<file path="config.mk">
export PLATFORM = sky130hd
export DESIGN_NAME = rcc_reset_sequencer
export DESIGN_NICKNAME = d
export VERILOG_FILES = /design/src/rtl/rcc_reset_sequencer.sv
export SDC_FILE = /design/constraint.sdc
export NUM_CORES = 1
export LEC_CHECK = 0
export CAP_MARGIN = 0
export CORE_MARGIN = 3
export CORE_UTILIZATION = 50
export DETAILED_ROUTE_END_ITERATION = 8
export PLACE_DENSITY = 0.82
export SYNTH_ARGS = -nofsm -noshare
export SYNTH_HDL_FRONTEND = slang
export SYNTH_SLANG_ARGS = --single-unit
</file>
<file path="constraint.sdc">
create_clock -name HCLK -period 1.9 [get_ports HCLK]
set_clock_uncertainty 0.1 [all_clocks]
set_input_delay 0.285 -clock HCLK [delete_from_list [all_inputs] [get_ports HCLK]]
set_output_delay 0.285 -clock HCLK [all_outputs]
set_load 0.005 [all_outputs]
</file>
<file path="src/rtl/rcc_reset_sequencer.sv">
// rtl/rcc_reset_sequencer.sv - RCC reset release sequencer, reset pulses, PCLKG gate and sticky reset cause
// Define RCC_SEQ_GATE_HYST_EN to hold PCLK_EN high for IDLE_HOLD cycles after APB_ACTIVE falls.
module rcc_reset_sequencer #(
  parameter int CNT_W     = 8,
  parameter int PRST_DLY  = 4,
  parameter int WDOG_DLY  = 8,
  parameter int PULSE_LEN = 4,
  parameter int IDLE_HOLD = 8
) (
  input  logic       HCLK,
  input  logic       HRESETn,
  input  logic       PRST_REQ,
  input  logic       SYSRESETREQ,
  input  logic       WDOG_RST_REQ,
  input  logic       APB_ACTIVE,
  input  logic       CAUSE_CLR,
  output logic       PRESETn,
  output logic       WDOGRESn,
  output logic       HRESET_REQ,
  output logic       PCLK_EN,
  output logic       SEQ_BUSY,
  output logic [2:0] RST_CAUSE
);

  typedef enum logic [2:0] {
    P_WAIT  = 3'd0,
    W_WAIT  = 3'd1,
    RUN     = 3'd2,
    P_PULSE = 3'd3,
    S_PULSE = 3'd4
  } state_t;

  // The counter starts at 0 on entry, so the last cycle of a stage is at DLY-1.
  localparam logic [CNT_W-1:0] PRST_LAST  = CNT_W'(PRST_DLY - 1);
  localparam logic [CNT_W-1:0] WDOG_LAST  = CNT_W'(WDOG_DLY - 1);
  localparam logic [CNT_W-1:0] PULSE_LAST = CNT_W'(PULSE_LEN - 1);

  if (CNT_W < 1 || PRST_DLY < 1 || PRST_DLY >= 2**CNT_W || WDOG_DLY < 1 || WDOG_DLY >= 2**CNT_W ||
      PULSE_LEN < 1 || PULSE_LEN >= 2**CNT_W || IDLE_HOLD < 1) begin : g_param_check
    $error("rcc_reset_sequencer: parameter out of range");
  end

  state_t           state, next_state;
  logic [CNT_W-1:0] cnt, cnt_d;
  logic [2:0]       cause_set, rst_cause_d;
  logic             presetn_d, wdogresn_d, hreset_req_d, pclk_en_d, seq_busy_d;

  always_ff @(posedge HCLK or negedge HRESETn) begin
    if (!HRESETn) begin
      state      <= P_WAIT;
      cnt        <= '0;
      PRESETn    <= 1'b0;
      WDOGRESn   <= 1'b0;
      HRESET_REQ <= 1'b0;
      PCLK_EN    <= 1'b1;
      SEQ_BUSY   <= 1'b1;
      RST_CAUSE  <= 3'b001;
    end else begin
      state      <= next_state;
      cnt        <= cnt_d;
      PRESETn    <= presetn_d;
      WDOGRESn   <= wdogresn_d;
      HRESET_REQ <= hreset_req_d;
      PCLK_EN    <= pclk_en_d;
      SEQ_BUSY   <= seq_busy_d;
      RST_CAUSE  <= rst_cause_d;
    end
  end

  // Watchdog outranks a software system reset, which outranks a peripheral reset.
  always_comb begin
    next_state = state;
    cause_set  = 3'b000;
    case (state)
      P_WAIT:  if (cnt == PRST_LAST) next_state = W_WAIT;
      W_WAIT:  if (cnt == WDOG_LAST) next_state = RUN;
      RUN: begin
        if (WDOG_RST_REQ) begin
          next_state = S_PULSE;
          cause_set  = 3'b100;
        end else if (SYSRESETREQ) begin
          next_state = S_PULSE;
          cause_set  = 3'b010;
        end else if (PRST_REQ) begin
          next_state = P_PULSE;
        end
      end
      P_PULSE: begin
        if (WDOG_RST_REQ) begin
          next_state = S_PULSE;
          cause_set  = 3'b100;
        end else if (SYSRESETREQ) begin
          next_state = S_PULSE;
          cause_set  = 3'b010;
        end else if (cnt == PULSE_LAST) begin
          next_state = RUN;
        end
      end
      S_PULSE: if (cnt == PULSE_LAST) next_state = P_WAIT;
      default: next_state = P_WAIT;
    endcase
  end

`ifdef RCC_SEQ_GATE_HYST_EN
  localparam int HOLD_W = $clog2(IDLE_HOLD + 1);
  localparam logic [HOLD_W-1:0] HOLD_INIT = HOLD_W'(IDLE_HOLD);

  logic [HOLD_W-1:0] hold, hold_d;

  always_ff @(posedge HCLK or negedge HRESETn) begin
    if (!HRESETn) hold <= HOLD_INIT;
    else          hold <= hold_d;
  end
`endif

  // Outputs are decoded from the next state so they change on the same edge as the state.
  always_comb begin
    presetn_d    = (next_state == W_WAIT) || (next_state == RUN);
    wdogresn_d   = (next_state == RUN) || (next_state == P_PULSE);
    hreset_req_d = (next_state == S_PULSE);
    seq_busy_d   = (next_state != RUN);
    rst_cause_d  = (CAUSE_CLR ? 3'b000 : RST_CAUSE) | cause_set;
    if (next_state != state) cnt_d = '0;
    else if (cnt == '1)      cnt_d = cnt;
    else                     cnt_d = cnt + 1'b1;
`ifdef RCC_SEQ_GATE_HYST_EN
    hold_d = hold;
    if (next_state != RUN || APB_ACTIVE) begin
      hold_d    = HOLD_INIT;
      pclk_en_d = 1'b1;
    end else if (hold != '0) begin
      hold_d    = hold - 1'b1;
      pclk_en_d = 1'b1;
    end else begin
      pclk_en_d = 1'b0;
    end
`else
    pclk_en_d = (next_state != RUN) || APB_ACTIVE;
`endif
  end

endmodule

</file>
==> flow_metrics.py <==
metrics = {
    "synth": {
        "synth_ff_type": "dfrtp_1",
        "yosysMostFrequentCell": "dfrtp_1",
        "yosysWarnings": 0,
        "seq_area_frac_synth_pct": 44.53,
        "syn_area_per_cell_um2": 10.87,
        "syn_area_um2": 1076,
        "synth_edf_count": 0,
        "synthCells": 99,
        "ys_types": 41,
        "ys_ff_latch": 19,
        "yosys.area.top_type": "dfrtp_1",
        "netlist_top_cells_count": "dfrtp_1, nor2_1",
        "yosysTopAreaCellShare_pct": 37.21,
        "async_flop_share_pct": 100.0,
        "netlist_top_cells_area": "dfrtp_1, dfstp_2, nor4_2, nor3_2, nor2_1",
        "syn_nets": 107,
    },
    "layout": {
        "fillers": 169,
        "final_core_util_pct": 66.13,
        "nNetsFinal": 128,
        "areaGrowthSynthToFinish_pct": 23.02,
        "final_layout_size_suffix_gt1_share_pct": 22.69,
        "antenna_cells": 0,
    },
    "grt": {
        "grt_max_degree": 20,
        "grtUsageTotal_pct": 17.61,
        "grt_overflow": 0,
        "grt_pass1_wl_um": 3594,
        "antenna_found_initial": 0,
        "grt_pass1_vias": 826,
    },
    "setup_path": {
        "crit_chain": "nor4_4, and3b_1, o21ai_1, a221o_1",
        "cpPeakStageDelay_ns": 0.48,
        "crit_fanout": 6,
        "path_class": "reg -> reg",
        "required_ns": 1.98,
        "crit_slowest_cell": "dfrtp_1",
        "cpLargestDelayFamily": "simple AND/OR/NAND/NOR gates",
        "cp_num_buf_inv": 0,
        "cp.depth": 4,
        "crit_path_end_kind": "flop",
        "r2r_slack_ns": 0.13,
        "cp_data_arrival_time_ns": 1.85,
        "start_kind": "flop",
        "r2r_cells": 4,
    },
    "clocking": {
        "root_buffer": "clkbuf_4",
        "clockBufferDepth": 2,
        "clkTransAtPathRegs_ns": 0.10,
        "hold_buffers": 0,
        "post_cts_resized": 0,
        "cts_inserted_buffers": 3,
        "clock_sinks": 19,
        "cts_tree": "done",
        "clk_latency_ns": 0.28,
        "postCtsSetupRepairBufs": 0,
        "htreeDepth": 1,
    },
    "floorplan": {
        "coreArea_um2": 2002,
        "io_pins": 15,
        "die_area_um2": 2745,
        "die_y_um": 52.39,
        "start_util_pct": 53.75,
        "die_x_um": 52.39,
        "row_count": 16,
    },
    "timing": {
        "worst_slack_ns": 0.1256,
        "worst_pin_slew_ns": 0.4246,
        "relSlewSlack_pct": 71.70,
        "fin_crit_ns": 1.774,
        "fin_crit_sh_pct": 93.39,
        "setup_viol": 0,
        "holdWs_ns": 0.2306,
        "hold_viol_final": 0,
        "drv_slew": 0,
        "rsz0062_at_grt": "false",
        "timing.fmax_mhz": 563.6,
    },
    "drt": {
        "drtIter0Drc": 17,
        "drtPass1Iterations": 4,
        "drtAntennaViolNets": 0,
        "vias": 850,
        "drc_errors": 0,
        "wirelength_um": 2066,
        "post_drt_wl_per_cell_um": 14.15,
        "avgViaCountPerCell": 5.822,
    },
    "placement": {
        "dp_slack_ns": -0.04995,
        "gp_congestion": 0.8423,
        "io_buffer_count": 14,
        "hpwl_um": 1549,
    },
    "job": {
        "drv_cap": 0,
    },
    "pwr": {
        "pwr_density_cell_nw_per_um2": 1177,
        "ir_drop_v": 0.0007324,
        "finalPower_mw": 1.559,
        "power_leakage_nw": 0.5326,
    },
    "status": {
        "outcome": "finished clean",
    },
    "worst_hold_path": {
        "hp-class": "in -> async",
    },
}
[area by class of cell]
cell class | instances | area, um2 | share of cell area [%]
Multi-Input combinational cell | 72 | 555.5 | 41.97
Sequential cell | 19 | 479.2 | 36.20
Timing Repair Buffer | 21 | 217.7 | 16.45
Tap cell | 27 | 33.78 | 2.552
Clock buffer | 4 | 26.28 | 1.985
Inverter | 3 | 11.26 | 0.8507
[metal layers]
| layer | global-route usage (%) | wire [um] | share of wire (%) | up-vias |
|---|---|---|---|---|
| met5 | 0 | 0 | 0 | - |
| met4 | 6.383 | 37 | 1.8 | 0 |
| met3 | 2.564 | 78 | 3.8 | 6 |
| met2 | 29.55 | 1060 | 51 | 23 |
| met1 | 22.83 | 890 | 43 | 408 |
| li1 | - | - | - | 413 |
[path summary, 6_finish.rpt]
path	from	end
worst max-delay path	cnt[5]	state[0]
worst min-delay path	HRESETn	RST_CAUSE[2]
worst max register to register	cnt[5]	state[0]
worst min register to register	RST_CAUSE[0]	RST_CAUSE[0]
max in group asynchronous	HRESETn	SEQ_BUSY
min in group HCLK	RST_CAUSE[0]	RST_CAUSE[0]
[through the flow]
step / setup TNS (ns) / cell area, um2 / instances
after floorplan: 0 / 1076 / 99
after global placement: 0 / 1277 / 141
after detailed placement: -0.04995 / 1277 / 141
after CTS: 0 / 1304 / 145
after global routing: 0 / 1324 / 146
final: 0 / 1324 / 146
[where the power goes]
| part | switching (mW) | internal [mW] | total (mW) |
|---|---|---|---|
| clock | 0.112 | 0.0814 | 0.194 |
| sequential | 0.168 | 0.514 | 0.683 |
| combinational | 0.337 | 0.345 | 0.682 |
| total | 0.618 | 0.941 | 1.56 |
[cells in the final DEF (no fill, tap or decap), drive strengths merged]
| cell type | count |
|---|---|
| dfrtp | 16 |
| ha | 1 |
| nor4b | 1 |
| nand4 | 3 |
| a31o | 1 |
| a21oi | 5 |
| nor3 | 5 |
| nor3b | 1 |
| nor2 | 10 |
| xor2 | 2 |
| nand2 | 4 |
| nand4bb | 1 |
| inv | 3 |
| o21ai | 6 |
| a31oi | 3 |
| mux2i | 1 |
| a221o | 1 |
| and3 | 2 |
| and3b | 1 |
| a311oi | 1 |
| mux2 | 1 |
| clkdlybuf4s50 | 14 |
| dfstp | 3 |
| nand3b | 2 |
| xnor2 | 1 |
| and4 | 1 |
| buf | 7 |
| o22ai | 2 |
| or2 | 1 |
| nor4 | 5 |
| a41o | 2 |
| o211ai | 1 |
| clkbuf | 4 |
| nor2b | 2 |
| nand3 | 4 |
| a211oi | 1 |
[logic make-up after synthesis]
kind of cell | share of synthesized area, %
AO/OA/AOI/OAI | 16.16
XOR/XNOR | 2.442
adder cells (fa/ha/maj) | 1.163
buffers and inverters | 3.836
flip-flops | 44.53
multiplexers | 1.977
AND/OR/NAND/NOR | 29.88
[registers in the layout, indices dropped and copies added, names as in the netlist]
register and flops:
PRESETn 1, RST_CAUSE 3, cnt 8, SEQ_BUSY 1
WDOGRESn 1, state 3, HRESET_REQ 1, PCLK_EN 1
(Power assumes the default switching activity.)
